$ cat config.mk
export PLATFORM = sky130hd
export DESIGN_NAME = frame_field_relay
export DESIGN_NICKNAME = d
export VERILOG_FILES = /design/src/rtl/frame_field_relay.sv
export SDC_FILE = /design/constraint.sdc
export NUM_CORES = 1
export LEC_CHECK = 0
export CORE_ASPECT_RATIO = 0.6
export CORE_MARGIN = 2
export CORE_UTILIZATION = 54
export CTS_BUF_LIST = sky130_fd_sc_hd__clkbuf_8
export DETAILED_ROUTE_END_ITERATION = 6
export PLACE_DENSITY = 0.91
export SLEW_MARGIN = 20
export SYNTH_ARGS = -nofsm -noshare
export SYNTH_HDL_FRONTEND = slang
export SYNTH_SLANG_ARGS = --single-unit
$ cat constraint.sdc
create_clock -name clk -period 2.5 [get_ports clk]
set_clock_uncertainty 0.15 [all_clocks]
set_input_delay 0.25 -clock clk [delete_from_list [all_inputs] [get_ports clk]]
set_output_delay 0.25 -clock clk [all_outputs]
set_load 0.005 [all_outputs]
$ cat src/rtl/frame_field_relay.sv
// Receive-to-transmit relay: bit-reverse and field-extract each received frame,
// buffer the fields in a small FIFO and hand them to a UART transmitter one at a time.
module frame_field_relay #(
  parameter int FRAME_WIDTH = 13,
  parameter int FIELD_LSB   = 4,
  parameter int FIELD_WIDTH = 8,
  parameter int REVERSE     = 1,
  parameter int FIFO_DEPTH  = 4
) (
  input  logic                              clk,
  input  logic                              rst,
  input  logic                              rx_valid,
  input  logic [FRAME_WIDTH-1:0]            rx_frame,
  input  logic                              rx_error,
  input  logic                              tx_busy,
  input  logic                              clr_status,
  output logic                              tx_start,
  output logic [FIELD_WIDTH-1:0]            tx_data,
  output logic [$clog2(FIFO_DEPTH+1)-1:0]   fifo_level,
  output logic                              overflow,
  output logic [15:0]                       drop_count,
  output logic [15:0]                       err_count
);

  localparam int LEVEL_W = $clog2(FIFO_DEPTH + 1);
  localparam int PTR_W   = $clog2(FIFO_DEPTH);
  localparam logic [LEVEL_W-1:0] FULL_LEVEL = LEVEL_W'(FIFO_DEPTH);

  localparam logic [1:0] ST_IDLE  = 2'd0;
  localparam logic [1:0] ST_START = 2'd1;
  localparam logic [1:0] ST_ARM   = 2'd2;
  localparam logic [1:0] ST_WAIT  = 2'd3;

  logic [FRAME_WIDTH-1:0] rev_frame;
  logic [FIELD_WIDTH-1:0] field;
  logic                   unused_rev_parity;

  genvar gi;
  generate
    for (gi = 0; gi < FRAME_WIDTH; gi++) begin : g_rev
      if (REVERSE != 0) begin : g_flip
        assign rev_frame[gi] = rx_frame[FRAME_WIDTH-1-gi];
      end else begin : g_pass
        assign rev_frame[gi] = rx_frame[gi];
      end
    end
  endgenerate

  assign field = rev_frame[FIELD_LSB +: FIELD_WIDTH];
  // Bits outside the field are intentionally discarded.
  assign unused_rev_parity = ^rev_frame;

  logic [FIELD_WIDTH-1:0] mem_reg [FIFO_DEPTH];
  logic [PTR_W-1:0]       wr_ptr_reg;
  logic [PTR_W-1:0]       rd_ptr_reg;
  logic [LEVEL_W-1:0]     level_reg;
  logic [LEVEL_W-1:0]     level_next;
  logic [1:0]             state_reg;
  logic [1:0]             state_next;
  logic                   tx_start_reg;
  logic [FIELD_WIDTH-1:0] tx_data_reg;
  logic                   overflow_reg;
  logic [15:0]            drop_count_reg;
  logic [15:0]            err_count_reg;

  logic push_req;
  logic full;
  logic pop;
  logic push;
  logic drop;
  logic err_hit;

  assign push_req = rx_valid & ~rx_error;
  assign err_hit  = rx_valid & rx_error;
  assign full     = (level_reg == FULL_LEVEL);
  // A pop in the same cycle frees the slot, so a push on a full FIFO is still taken.
  assign push     = push_req & (~full | pop);
  assign drop     = push_req & full & ~pop;

  always_comb begin
    state_next = state_reg;
    pop        = 1'b0;
    case (state_reg)
      ST_IDLE: begin
        if (level_reg != '0 && !tx_busy) begin
          pop        = 1'b1;
          state_next = ST_START;
        end
      end
      ST_START: state_next = ST_ARM;
      // The transmitter raises busy a cycle late, so ARM ignores it.
      ST_ARM:   state_next = ST_WAIT;
      ST_WAIT: begin
        if (!tx_busy) state_next = ST_IDLE;
      end
      default:  state_next = ST_IDLE;
    endcase
  end

  always_comb begin
    level_next = level_reg;
    case ({push, pop})
      2'b10:   level_next = level_reg + LEVEL_W'(1);
      2'b01:   level_next = level_reg - LEVEL_W'(1);
      default: level_next = level_reg;
    endcase
  end

  always_ff @(posedge clk) begin
    if (push) mem_reg[wr_ptr_reg] <= field;
  end

  always_ff @(posedge clk) begin
    if (rst) begin
      wr_ptr_reg   <= '0;
      rd_ptr_reg   <= '0;
      level_reg    <= '0;
      state_reg    <= ST_IDLE;
      tx_start_reg <= 1'b0;
      tx_data_reg  <= '0;
    end else begin
      level_reg    <= level_next;
      state_reg    <= state_next;
      tx_start_reg <= pop;
      if (push) wr_ptr_reg <= wr_ptr_reg + PTR_W'(1);
      if (pop) begin
        rd_ptr_reg  <= rd_ptr_reg + PTR_W'(1);
        tx_data_reg <= mem_reg[rd_ptr_reg];
      end
    end
  end

  always_ff @(posedge clk) begin
    if (rst) begin
      overflow_reg   <= 1'b0;
      drop_count_reg <= '0;
      err_count_reg  <= '0;
    end else if (clr_status) begin
      overflow_reg   <= 1'b0;
      drop_count_reg <= '0;
      err_count_reg  <= '0;
    end else begin
      if (drop) overflow_reg <= 1'b1;
      if (drop && drop_count_reg != 16'hFFFF) drop_count_reg <= drop_count_reg + 16'd1;
      if (err_hit && err_count_reg != 16'hFFFF) err_count_reg <= err_count_reg + 16'd1;
    end
  end

  assign tx_start   = tx_start_reg;
  assign tx_data    = tx_data_reg;
  assign fifo_level = level_reg;
  assign overflow   = overflow_reg;
  assign drop_count = drop_count_reg;
  assign err_count  = err_count_reg;

endmodule

Word-level counts from Yosys, hierarchy flattened --
Memory sizes are Yosys's and may differ from the RTL's. A register that Yosys moved wholly into a read port is not among the register bits. Index checks and enable logic that the tools add are counted.
Storage, ports and cells: bits in writable memories 32, output and inout port bits 45, flip-flop bits (word level) 43, memories kept 1, word-level logic and storage cells 51, input bits 19
Memory list:
- mem_reg | words 4, bits a word 8, rd ports 1, clocked after memory_dff 1, wr ports 1, line 53 | logic [FIELD_WIDTH-1:0] mem_reg [FIFO_DEPTH];
Operators by class: mux-type cells 8, reduce and logical (&&, ||, !) cells 9, $add $sub $neg 6, equal/unequal tests 10, bitwise gates (word level) 9
Operator list (count):
- adder 16 x 1 -> 16 bit, second input constant | 2
- inequality test 16 bit, second input constant | 2
- one-hot mux 2 bit (4 select lines) | 1
- equality test 2 bit, second input constant | 3
- one-hot mux 3 bit (2 select lines) | 1
- bitwise AND 1 bit | 5
- adder 2 x 1 -> 2 bit, second input constant | 2
- equality test 2 x 1 -> 1 bit, second input constant | 2
- two-way mux 1 bit | 4
- two-way mux 2 bit | 2
- inequality test 2 bit, second input constant | 2
- adder 3 x 1 -> 3 bit, second input constant | 1
- equality test 3 bit, second input constant | 1
- logical AND 1 bit | 3
- NOT 1 bit | 3
- nonzero test 3 bit | 1
- subtractor 3 x 1 -> 3 bit, second input constant | 1
- logical NOT 2 bit | 1
- AND reduction 2 bit | 1
- nonzero test 2 bit | 1
- OR reduction 2 bit | 1
- logical NOT 1 bit | 1
- OR 1 bit | 1

Depth between registers and ports, before layout --
depth in word-level cells 8, depth in mapped cells 12

Worst setup path before layout --
No wires, ideal clock.
path kind reg-to-reg, start reg state_reg[0], end reg level_reg[2] (netlist: fifo_level[2]), arrival 1.849 ns, buffers on the path 1, path slack 0.373 ns, stages on the path, launching flop included 13, path through dfxtp_1 inv_1 ha_1 nand2b_1 buf_4 nor3_1 inv_1 fa_1 inv_1 nor4_1 a31oi_1 xor2_1 nor2_1
Between the ends: word-level cells in the longest chain between the ends 6, elaborated cells between the ends (all ways) 8
Ends and longest elaborated chain:
- start, declared | line 58 | logic [1:0] state_reg;
- start signal, assigned | line 123 | state_reg <= state_next;
- logical NOT 2 bit (*) | line 83 | case (state_reg)
- two-way mux 1 bit (*) | line 83
- OR 1 bit | line 77 | assign push = push_req & (~full | pop);
- bitwise AND 1 bit | line 77
- equality test 2 x 1 -> 1 bit or equality test 2 bit (tied branches) | line 102 | case ({push, pop})
- one-hot mux 3 bit (2 select lines) or nonzero test 2 bit (tied branches)
- end signal, assigned | line 122 | level_reg <= level_next;
- end, declared | line 56 | logic [LEVEL_W-1:0] level_reg;
Every way passes the cells marked *; elsewhere a longest branch is shown, timed or not. A chain may end at the register's enable or synchronous reset.

Worst setup path after layout --
start reg state_reg[1], end reg drop_count_reg[15] (netlist: drop_count[15])
Between the ends: word-level cells in the longest chain between the ends 5
Ends and longest elaborated chain:
- logical NOT 2 bit | line 83
- two-way mux 1 bit | line 83
- NOT 1 bit | line 78 | assign drop = push_req & full & ~pop;
- bitwise AND 1 bit | line 78
- logical AND 1 bit | line 144 | if (drop && drop_count_reg != 16'hFFFF) drop_count_reg <= drop_count_reg + 16'd1;
- end signal, assigned | line 144
- end, declared | line 63 | logic [15:0] drop_count_reg;
No other way between the ends.

==> flow_summary.ini <==
[run_status]
outcome = finished, final reports clean

[detailed_routing]
drt_pre_antenna_iters = 5
postRouteWirelength_mm = 7.64
drcViolationCount = 0
vias = 2734
post_drt_via_cell_ratio = 5.51
drtIter0Drc = 222
ant_nets = 0
wl_per_cell_um = 15.4

[power]
power_frac_seq = 0.506
p_switching_mw = 0.962
switching_share = 0.298
p_per_area_nw_per_um2 = 705
clkPwrFrac = 0.251
p_int_mw = 2.27
ir_drop_mv = 0.392
p_leak_nw = 1.50
p_comb_frac = 0.243

[timing]
setup_viol = 0
period_share = 0.915
tns_ns = 0
hold_viol = 0
drv_slew = 0
fmax_mhz = 437
worstMarginPinSlew_ns = 0.645
period_needed_ns = 2.29
slew_headroom = 0.570
setup_ws_ns = 0.212
rsz0062_at_grt = false

[layout]
areaGrowthSynthToFinish_pct = 26.3
drive_above_1_share = 0.110
regArea_um2 = 1980
instances_no_fill = 496
diodes = 0
fin_nets = 434
fill_cells = 466
utilization = 0.695
largest_register_ffs = 32
design_area_um2 = 4580
multiInputGateArea_um2 = 1550

[grt]
grt_max_degree = 31
grt_use_total = 0.223
antenna_found_initial = 0
grt_pass1_wl_mm = 12.3
grt-ovfl-total = 0
grt_pass1_vias = 2524

[placed_design]
placed_cells = 480
gp_congestion = 0.855
dp_hpwl_mm = 5.35
port_buffers = 58
place_area_um2 = 4410
post-place-ws_ns = 0.0841

[yosys]
yosysSeqAreaShare = 0.546
synthArstFlopShare = 0
postSynthAreaPerCell_um2 = 10.9
ys_warn_count = 0
synth_seq_cells = 83
synth_fp_nets = 364
synth.most_common_cell = dfxtp_1
yosys.area.top_type_share = 0.281
syn-cell-area_um2 = 3630
yosysUniqueCellTypes = 44
synth_top_cells_by_count = dfxtp_1, nor2_1, edfxtp_1, nand2_1, xnor2_1
synth-main-ff-cell = dfxtp_1
synth_edf_count = 32
yosys-top-cells-area = dfxtp_1, edfxtp_1, xnor2_1
yosysTopAreaCell = dfxtp_1
syn_inst = 334

[floorplan]
initial_core_util = 0.550
die-area_um2 = 7410
core_area_um2 = 6590
die-width_um = 110
ios = 64
rows = 23
die_y_um = 67.5

[cts]
cts.sinks = 83
clockBufferDepth = 2
ctsHoldBuffers = 0
clk_latency_ns = 0.35
cts_buffers = 9
cts_root_buf = clkbuf_8
cts_tree = built
cts_setup_buffers = 0
cts.reportedPaths.clkPinSlew_ns = 0.08
h-tree-depth = 3

[worst_setup_path]
worstPathMaxFanout = 4
cp.required_ns = 2.64
worstPathArrival_ns = 2.42
cp-start-kind = flop
crit_type = flop to flop
critPathCaptureType = flop

[min_path]
hold_class = flop to flop

[flow_run]
max_cap_viol_count = 0
## timing repair
item                                   4_1_cts  5_1_grt
resized for setup                            0        1
endpoints found under the hold margin        0        0
setup endpoints to repair                    0        1
## area by class of cell
class,instances,area share
Multi-Input combinational cell,226,0.339
Sequential cell,83,0.433
Inverter,13,0.0107
Timing Repair Buffer,71,0.159
Tap cell,87,0.0238
Clock buffer,9,0.0270
Clock inverter,7,0.00820
## worst paths after layout
check	startpoint	end	slack, ns	cells after the start
setup / recovery	state_reg[1]	drop_count[15]	0.21	7
hold / removal	overflow	overflow	0.31	2
setup reg to reg	state_reg[1]	drop_count[15]	0.21	7
hold reg to reg	overflow	overflow	0.31	2
## cells in the final DEF (no fill, tap or decap), types with 10 or more instances in the layout
master,instances
a21oi_1,17
clkdlybuf4s50_1,58
dfxtp_1,51
edfxtp_1,32
ha_1,10
inv_1,15
nand2_1,32
nand3_1,14
nor2_1,37
nor4_1,10
xnor2_1,23
## critical path, cell delays in order (launching register included)
cell	delay [ns]
dfxtp_1	0.40
inv_1	0.08
ha_1	0.21
nand2b_1	0.26
nand4_4	0.14
or3_4	0.42
or4_1	0.42
a21oi_1	0.15
## power by group through the flow
stage	clock, mW	sequential, mW	combinational [mW]
3_3_place_gp	0	1.66	0.729
4_1_cts	0.830	1.63	0.784
5_1_grt	0.880	1.65	0.863
3_5_place_dp	0	1.66	0.766
6_report	0.809	1.63	0.786
2_1_floorplan	0	1.61	0.494
## routing by layer
metal | up-vias | part of all wire | global-route usage
met3 | 10 | 0.074 | 0.0676
li1 | 1340 | - | -
met5 | - | 0 | 0
met2 | 98 | 0.47 | 0.344
met4 | 0 | 0.015 | 0.0870
met1 | 1286 | 0.45 | 0.299
## cell families after synthesis
logic type	synth area share
AND/OR/NAND/NOR	0.204
flip-flops	0.546
AO/OA/AOI/OAI	0.0652
XOR/XNOR	0.0676
buffers and inverters	0.0276
adder cells (fa/ha/maj)	0.0400
multiplexers	0.0497
## stage by stage
stage                     hold slack (ns)  power [mW]
final                               0.306        3.23
after global routing                0.339        3.40
after CTS                           0.306        3.25
after detailed placement            0.295        2.43
after global placement              0.286        2.38
after floorplan                     0.199        2.10
Power figures use the tool's default switching activity.
